===== src/rtl/addsub_acc_ctrl_if.sv =====
// Command and result handshake bundle for addsub_acc_ctrl.
// The master side issues commands and consumes results; the slave side is the controller.
interface addsub_acc_ctrl_if;
  logic       cmd_valid;
  logic       cmd_ready;
  logic [1:0] cmd_op;
  logic [3:0] cmd_data;
  logic       res_valid;
  logic       res_ready;
  logic [3:0] acc;
  logic       flag_c;
  logic       flag_z;
  logic       flag_n;
  logic       flag_v;

  modport master (
    output cmd_valid, cmd_op, cmd_data, res_ready,
    input  cmd_ready, res_valid, acc, flag_c, flag_z, flag_n, flag_v
  );
  modport slave (
    input  cmd_valid, cmd_op, cmd_data, res_ready,
    output cmd_ready, res_valid, acc, flag_c, flag_z, flag_n, flag_v
  );
endinterface


===== src/rtl/addsub_acc_ctrl.sv =====
// Command sequencer and 4-bit accumulator around an external ripple add/subtract unit.
// Define ADDSUB_SAT_EN to saturate the accumulator on signed overflow instead of wrapping.
module addsub_acc_ctrl #(
  parameter int SETTLE_CYCLES = 1
) (
  input  logic                clk,
  input  logic                rst_n,
  addsub_acc_ctrl_if.slave    bus,
  output logic                add_m,
  output logic [3:0]          add_x,
  output logic [3:0]          add_y,
  input  logic [3:0]          add_s,
  input  logic                add_cout
);
  localparam logic [1:0] IDLE = 2'd0;
  localparam logic [1:0] EXEC = 2'd1;
  localparam logic [1:0] DONE = 2'd2;

  localparam logic [1:0] OP_LOAD  = 2'b00;
  localparam logic [1:0] OP_CLEAR = 2'b11;

  localparam logic [3:0] LAST = 4'(SETTLE_CYCLES - 1);

  logic [1:0] state;
  logic [3:0] cnt;
  logic [3:0] acc_q;
  logic       c_q;
  logic       v_q;
  logic       ovf;
  logic [3:0] acc_next;

  // Signed overflow: operands share a sign (after subtract inversion) but the sum does not.
  assign ovf = (add_x[3] == (add_y[3] ^ add_m)) & (add_s[3] != add_x[3]);

`ifdef ADDSUB_SAT_EN
  assign acc_next = ovf ? (add_x[3] ? 4'b1000 : 4'b0111) : add_s;
`else
  assign acc_next = add_s;
`endif

  assign add_x         = acc_q;
  assign bus.acc       = acc_q;
  assign bus.flag_c    = c_q;
  assign bus.flag_v    = v_q;
  assign bus.flag_z    = (acc_q == 4'd0);
  assign bus.flag_n    = acc_q[3];
  assign bus.cmd_ready = (state == IDLE);
  assign bus.res_valid = (state == DONE);

  always_ff @(posedge clk) begin
    if (!rst_n) begin
      state <= IDLE;
      cnt   <= 4'd0;
      acc_q <= 4'd0;
      c_q   <= 1'b0;
      v_q   <= 1'b0;
      add_y <= 4'd0;
      add_m <= 1'b0;
    end else begin
      case (state)
        IDLE: begin
          if (bus.cmd_valid) begin
            case (bus.cmd_op)
              OP_LOAD: begin
                acc_q <= bus.cmd_data;
                c_q   <= 1'b0;
                v_q   <= 1'b0;
                state <= DONE;
              end
              OP_CLEAR: begin
                acc_q <= 4'd0;
                c_q   <= 1'b0;
                v_q   <= 1'b0;
                state <= DONE;
              end
              default: begin
                add_y <= bus.cmd_data;
                add_m <= bus.cmd_op[1];
                cnt   <= 4'd0;
                state <= EXEC;
              end
            endcase
          end
        end
        EXEC: begin
          cnt <= cnt + 4'd1;
          // Adder inputs have been stable for the whole window; take the sum.
          if (cnt == LAST) begin
            acc_q <= acc_next;
            c_q   <= add_cout;
            v_q   <= ovf;
            state <= DONE;
          end
        end
        DONE: begin
          if (bus.res_ready) state <= IDLE;
        end
        default: state <= IDLE;
      endcase
    end
  end
endmodule


===== src/flat_wrapper.sv =====
// flat-port wrapper written by rule: the top's interface ports become plain ports
module addsub_acc_ctrl_flat 
#(
  parameter int SETTLE_CYCLES = 1
)
  (clk, rst_n, add_m, add_x, add_y, add_s, add_cout, bus_cmd_valid, bus_cmd_op, bus_cmd_data, bus_res_ready, bus_cmd_ready, bus_res_valid, bus_acc, bus_flag_c, bus_flag_z, bus_flag_n, bus_flag_v);
  addsub_acc_ctrl_if bus_i ();
  input  logic clk;
  input  logic rst_n;
  output logic add_m;
  output logic [3:0] add_x;
  output logic [3:0] add_y;
  input  logic [3:0] add_s;
  input  logic add_cout;
  input wire logic [$bits(bus_i.cmd_valid)-1:0] bus_cmd_valid;
  input wire logic [$bits(bus_i.cmd_op)-1:0] bus_cmd_op;
  input wire logic [$bits(bus_i.cmd_data)-1:0] bus_cmd_data;
  input wire logic [$bits(bus_i.res_ready)-1:0] bus_res_ready;
  output wire logic [$bits(bus_i.cmd_ready)-1:0] bus_cmd_ready;
  output wire logic [$bits(bus_i.res_valid)-1:0] bus_res_valid;
  output wire logic [$bits(bus_i.acc)-1:0] bus_acc;
  output wire logic [$bits(bus_i.flag_c)-1:0] bus_flag_c;
  output wire logic [$bits(bus_i.flag_z)-1:0] bus_flag_z;
  output wire logic [$bits(bus_i.flag_n)-1:0] bus_flag_n;
  output wire logic [$bits(bus_i.flag_v)-1:0] bus_flag_v;
  assign bus_i.cmd_valid = bus_cmd_valid;
  assign bus_i.cmd_op = bus_cmd_op;
  assign bus_i.cmd_data = bus_cmd_data;
  assign bus_i.res_ready = bus_res_ready;
  assign bus_cmd_ready = bus_i.cmd_ready;
  assign bus_res_valid = bus_i.res_valid;
  assign bus_acc = bus_i.acc;
  assign bus_flag_c = bus_i.flag_c;
  assign bus_flag_z = bus_i.flag_z;
  assign bus_flag_n = bus_i.flag_n;
  assign bus_flag_v = bus_i.flag_v;
  addsub_acc_ctrl #(.SETTLE_CYCLES(SETTLE_CYCLES)) u_core (.clk(clk), .rst_n(rst_n), .bus(bus_i), .add_m(add_m), .add_x(add_x), .add_y(add_y), .add_s(add_s), .add_cout(add_cout));
endmodule

===== config.mk =====
export PLATFORM = sky130hd
export DESIGN_NAME = addsub_acc_ctrl_flat
export DESIGN_NICKNAME = d
export VERILOG_FILES = /design/src/rtl/addsub_acc_ctrl_if.sv /design/src/rtl/addsub_acc_ctrl.sv /design/src/flat_wrapper.sv
export SDC_FILE = /design/constraint.sdc
export NUM_CORES = 1
export LEC_CHECK = 0
export BUFFER_PORTS_ARGS = -buffer_cell sky130_fd_sc_hd__buf_2
export CAP_MARGIN = 20
export CORE_UTILIZATION = 50
export CTS_BUF_LIST = sky130_fd_sc_hd__clkbuf_2
export DETAILED_ROUTE_END_ITERATION = 16
export PLACE_DENSITY = 0.86
export SLEW_MARGIN = 10
export SYNTH_ARGS = -nofsm -noshare
export SYNTH_HDL_FRONTEND = slang
export SYNTH_SLANG_ARGS = --single-unit

===== constraint.sdc =====
create_clock -name clk -period 1.7 [get_ports clk]
set_input_delay 0.085 -clock clk [delete_from_list [all_inputs] [get_ports clk]]
set_output_delay 0.085 -clock clk [all_outputs]
set_load 0.02 [all_outputs]

* Yosys cells after proc, flatten, opt, wreduce, memory -nomap -nowiden
Cells that the tools add are included.
** Word-level totals
- Flip-flop bits (word level) :: 17
- Bits of input ports :: 15
- Output and inout port bits :: 19
- Logic and storage cells :: 51
** Operators by class
- Add/subtract/negate cells :: 1
- Eq/ne operators :: 11
- Muxes and demuxes :: 18
- Bitwise gates (word level) :: 3
- Reduce and logical (&&, ||, !) cells :: 11
** Operators by type and width (count)
- 4-bit one-hot mux with 2 select lines :: 3
- 4-bit two-way mux :: 4
- 3-bit AND reduction :: 3
- 4-bit logical NOT :: 2
- 2-bit two-way mux :: 4
- 2-bit != test (second input constant) :: 4
- 4-bit AND reduction :: 2
- 2-bit one-hot mux with 3 select lines :: 1
- 4-bit by 1-bit adder with 4-bit output (second input constant) :: 1
- 2-bit equality test (second input constant) :: 2
- 2-bit logical NOT :: 2
- 1-bit two-way mux :: 4
- 1-bit one-hot mux with 2 select lines :: 2
- 3-bit by 1-bit != test with 1-bit output (second input constant) :: 1
- 2-bit by 1-bit equality test with 1-bit output (second input constant) :: 1
- 2-bit by 1-bit != test with 1-bit output (second input constant) :: 1
- 2-bit nonzero test :: 1
- 2-bit OR reduction :: 1
- 1-bit AND :: 1
- 1-bit equality test :: 1
- 1-bit != test :: 1
- 1-bit NOT :: 1
- 1-bit bitwise XOR :: 1

* Longest topological paths before layout
- Depth after elaboration :: 5
- Depth in mapped cells :: 5
- Gate-level depth less buffers :: 5

* Worst setup path before layout
OpenSTA, ideal clock, no wires.
- Kind :: flip-flop to flip-flop
- Start point :: register u_core.cnt[0]
- End point :: register u_core.acc_q[0], in the netlist u_core.add_x[0]
- Library setup time :: 0.134 ns
- Data arrival time :: 1.261 ns
- Required time :: 1.566 ns
- Setup slack :: 0.305 ns
- Stages on the path, launching flop included :: 6
- Path buffers :: 0
- Clock period less this slack :: 1.395 ns
- Cells stage by stage :: dfxtp_1 -> inv_1 -> ha_1 -> or3b_2 -> o21ai_2 -> a211oi_1
** On the way
- Cells in the longest elaborated chain, start to end :: 3
** RTL lines
- from (decl) :: RTL line addsub_acc_ctrl.sv:25 : logic [3:0] cnt;
- from (signal assigned) :: RTL line addsub_acc_ctrl.sv:86 : cnt <= cnt + 4'd1;
- 4-bit logical NOT :: RTL line addsub_acc_ctrl.sv:88 : if (cnt == LAST) begin
- 2-bit by 1-bit != test with 1-bit output (no source line)
- 4-bit AND reduction (no source line)
- to (signal assigned) :: RTL line addsub_acc_ctrl.sv:65 : acc_q <= bus.cmd_data;
- to (signal assigned) :: RTL line addsub_acc_ctrl.sv:89 : acc_q <= acc_next;
- to (decl) :: RTL line addsub_acc_ctrl.sv:26 : logic [3:0] acc_q;
No other way between the ends.
A chain may end at the register's enable or synchronous reset.

* Worst setup path in the final report
Ends and elaborated chain as after synthesis.

==> flow_summary.json <==
{
  "pin_count_of_the_biggest_net_entering_global_routing": 16,
  "timing.final.hold_violations": 0,
  "hold_buffers": 0,
  "cts_resized": 0,
  "clock-sinks": 17,
  "die_width_um": 45.6,
  "unrepaired_setup_endpoints_after_global_routing": "false",
  "global_route.overflow_total": 0,
  "cts.root.buffer_cell": "sky130_fd_sc_hd__clkbuf_2",
  "synth_largest_type_area_fraction": 0.359,
  "ys_async_sr_fraction": 0,
  "cts_setup_buffers": 0,
  "portion_of_the_post_synthesis_area_used_by_sequential_elements": 0.359,
  "floorplan.die_area_um2": 2070,
  "synth_top_cells_by_count": "17 x sky130_fd_sc_hd__dfxtp_1, 10 x sky130_fd_sc_hd__a211oi_1, 10 x sky130_fd_sc_hd__mux2i_1",
  "worst_skew_pair.late_latency_ns": 0.30,
  "finalNetCount": 149,
  "min_period_ns": 1.57,
  "synth.cell_area_um2": 948,
  "clockPowerShare": 0.203,
  "cp_num_buf_inv": 1,
  "finalSetupViolations": 0,
  "power.share.sequential": 0.490,
  "clk_path_buf_depth": 2,
  "floorplan.initialDensity": 0.543,
  "synth_fp_nets": 120,
  "powerDensity_nw_per_um2": 857,
  "gp_routability_congestion": 0.802,
  "slew_violations": 0,
  "worst_case_hold_path_end_point": "u_core.bus.flag_c",
  "ratio_of_cells_with_drive_above_1_in_the_final_layout": 0.346,
  "synth.lib_cells_used.distinct": 33,
  "preCtsSetupSlack_ns": 0.178,
  "groute.layer.met2.usage": 0.383,
  "holdPathStages": 3,
  "reg2reg_to": "u_core.add_x[0]",
  "synth.yosys.warnings": 0,
  "synth_largest_area_cell": "sky130_fd_sc_hd__dfxtp_1",
  "fin_crit_sh": 0.921,
  "grt_most_used_layer": "met2",
  "reg2reg_setup_slack_ns": 0.13,
  "route.vias.total": 839,
  "synth_most_common_cell": "sky130_fd_sc_hd__dfxtp_1",
  "register_clock_pin_slew_on_the_reported_worst_setup_and_hold_paths_ns": 0.16,
  "critPathMaxFanout": 4,
  "ff2ff_path_depth": 5,
  "global_route.usage.met3": 0.0317,
  "slowest_delay_ns": 0.50,
  "post_synth_main_area_contributors": "sky130_fd_sc_hd__dfxtp_1 36%, sky130_fd_sc_hd__mux2i_1 11%, sky130_fd_sc_hd__a211oi_1 7.9%",
  "primary_ff_master_synth": "sky130_fd_sc_hd__dfxtp_1",
  "critical_path_required_ns": 1.89,
  "vias_in_the_first_global_route": 829,
  "row_count": 15,
  "grt_antenna_before_repair": 0,
  "synth_seq_cells": 17,
  "path_class": "reg -> reg",
  "synth_enable_flop_cells": 0,
  "detailedRoute.firstPassIterationCount": 4,
  "fmax_mhz": 639,
  "cap_viol_max_count": 0,
  "critPathCaptureType": "flip-flop",
  "drtAntennaViolNets": 0,
  "min_from": "add_cout",
  "timing.critical_path.arrival_ns": 1.76,
  "grt_pass1_wl_um": 3510,
  "hpwlAfterDp_um": 1590,
  "power_frac_comb": 0.307,
  "r2r-start": "u_core.cnt[0]",
  "antennaDiodeCount": 0,
  "syn_avg_cell_area_um2": 9.30,
  "leakagePower_uw": 0.000516,
  "grt.total_usage": 0.232,
  "areaGrowthSynthToFinish_pct": 16.0,
  "finClkSkew_ns": 0.000508,
  "post_synth_inst_count": 102,
  "globalRouteMet1Util": 0.285,
  "slowest_stage": "sky130_fd_sc_hd__or3b_2",
  "clock_tree.htree_level_count": 1,
  "detail_route.drc_violations": 0,
  "routed_via_density": 5.41,
  "worst_slew_margin": 0.692,
  "cp_cell_sequence": "inv_1, ha_1, or3b_2, o21ai_2, a211oi_1",
  "switchingPower_uw": 336,
  "worst_ir_drop_vdd_mv": 0.493,
  "internal_power_uw": 607,
  "worst_slack_ns": 0.134,
  "core-area_um2": 1750,
  "count_of_port_buffers_added_during_placement": 33,
  "die_h_um": 45.6,
  "route.detailed.wl_per_inst_um": 13.4,
  "critPathTopFamily": "simple AND/OR/NAND/NOR gates",
  "drt-total-wl_um": 2080,
  "final.setup.tns_ns": 0,
  "switching_share": 0.356,
  "worstSetupStartpointType": "flip-flop",
  "cts_inserted_buffers": 3,
  "outcome": "finished, final reports clean",
  "hold_class": "in -> reg",
  "tritoncts_clock_tree": "done",
  "tightest_slew_ns": 0.461,
  "detail_route.iter0.violations": 12,
  "ios": 34
}
[worst max-delay path by stage]
stage,startpoint,end,slack (ns),depth (start not counted)
after floorplan,u_core.cnt[0],u_core.add_x[0],0.31,5
final,u_core.cnt[0],u_core.add_x[0],0.13,5
after detailed placement,u_core.cnt[0],u_core.add_x[0],0.18,5
after global routing,u_core.cnt[0],u_core.add_x[2],0.03,5
after CTS,u_core.cnt[0],u_core.add_x[0],0.15,5
after global placement,bus_cmd_op[0],u_core.add_x[0],0.24,5
[power by group through the flow]
stage          Combinational [uW]  Clock (uW)  Sequential [uW]
2_1_floorplan                 204           0              488
3_3_place_gp                  281           0              468
3_5_place_dp                  288           0              470
4_1_cts                       289         188              461
5_1_grt                       317         203              468
6_report                      289         191              462
[final cells by class]
class	instances	area, um^2
Fill cell	140	646
Multi-Input combinational cell	71	520
Tap cell	25	31.3
Inverter	4	15.0
Sequential cell	17	340
Timing Repair Buffer	34	173
Clock buffer	4	20.0
[layer usage]
metal | vias to the layer above | part of all wire
li1 | 419 | -
met2 | 27 | 0.48
met3 | 9 | 0.040
met4 | 0 | 0.035
met1 | 384 | 0.44
met5 | - | 0
[logic make-up after synthesis]
group                    synth area share
multiplexers                        0.106
adder cells (fa/ha/maj)            0.0396
AND/OR/NAND/NOR                     0.224
flip-flops                          0.359
buffers and inverters              0.0923
AO/OA/AOI/OAI                       0.170
XOR/XNOR                          0.00924
[worst reg2reg max path, stage by stage (launching register included)]
cell,delay [ns]
sky130_fd_sc_hd__dfxtp_1,0.36
sky130_fd_sc_hd__inv_1,0.10
sky130_fd_sc_hd__ha_1,0.17
sky130_fd_sc_hd__or3b_2,0.50
sky130_fd_sc_hd__o21ai_2,0.22
sky130_fd_sc_hd__a211oi_1,0.11
[sequential cells by signal, summed over array words and instances, names as in the netlist]
register / count
u_core.cnt: 4
u_core.add_y: 4
u_core.add_m: 1
u_core.add_x: 4
u_core.state: 2
u_core.bus.flag_v: 1
u_core.bus.flag_c: 1
[layout by cell type (no fill, tap or decap), drive strengths merged, types with 2 or more instances in the layout]
cell	netlist	routed
buf	9	34
dfxtp	17	17
mux2i	10	10
a211oi	10	10
nor2	9	9
nor2b	7	7
a21oi	6	6
inv	4	4
nand3	4	4
clkbuf	1	4
ha	3	3
o31ai	2	2
or4	2	2
nand2	2	2
o21ai	2	2
[metrics by stage]
step | hold WS, ns | power [uW] | std cells | instance area (um^2) | utilization
2_1_floorplan | 0.218 | 691 | 102 | 948 | -
3_3_place_gp | 0.333 | 749 | 151 | 1080 | 0.619
3_5_place_dp | 0.345 | 758 | 151 | 1080 | 0.619
4_1_cts | 0.0268 | 939 | 155 | 1100 | 0.630
5_1_grt | 0.0338 | 988 | 155 | 1100 | 0.630
6_report | 0.0190 | 943 | 155 | 1100 | 0.630
Power figures use the tool's default switching activity.
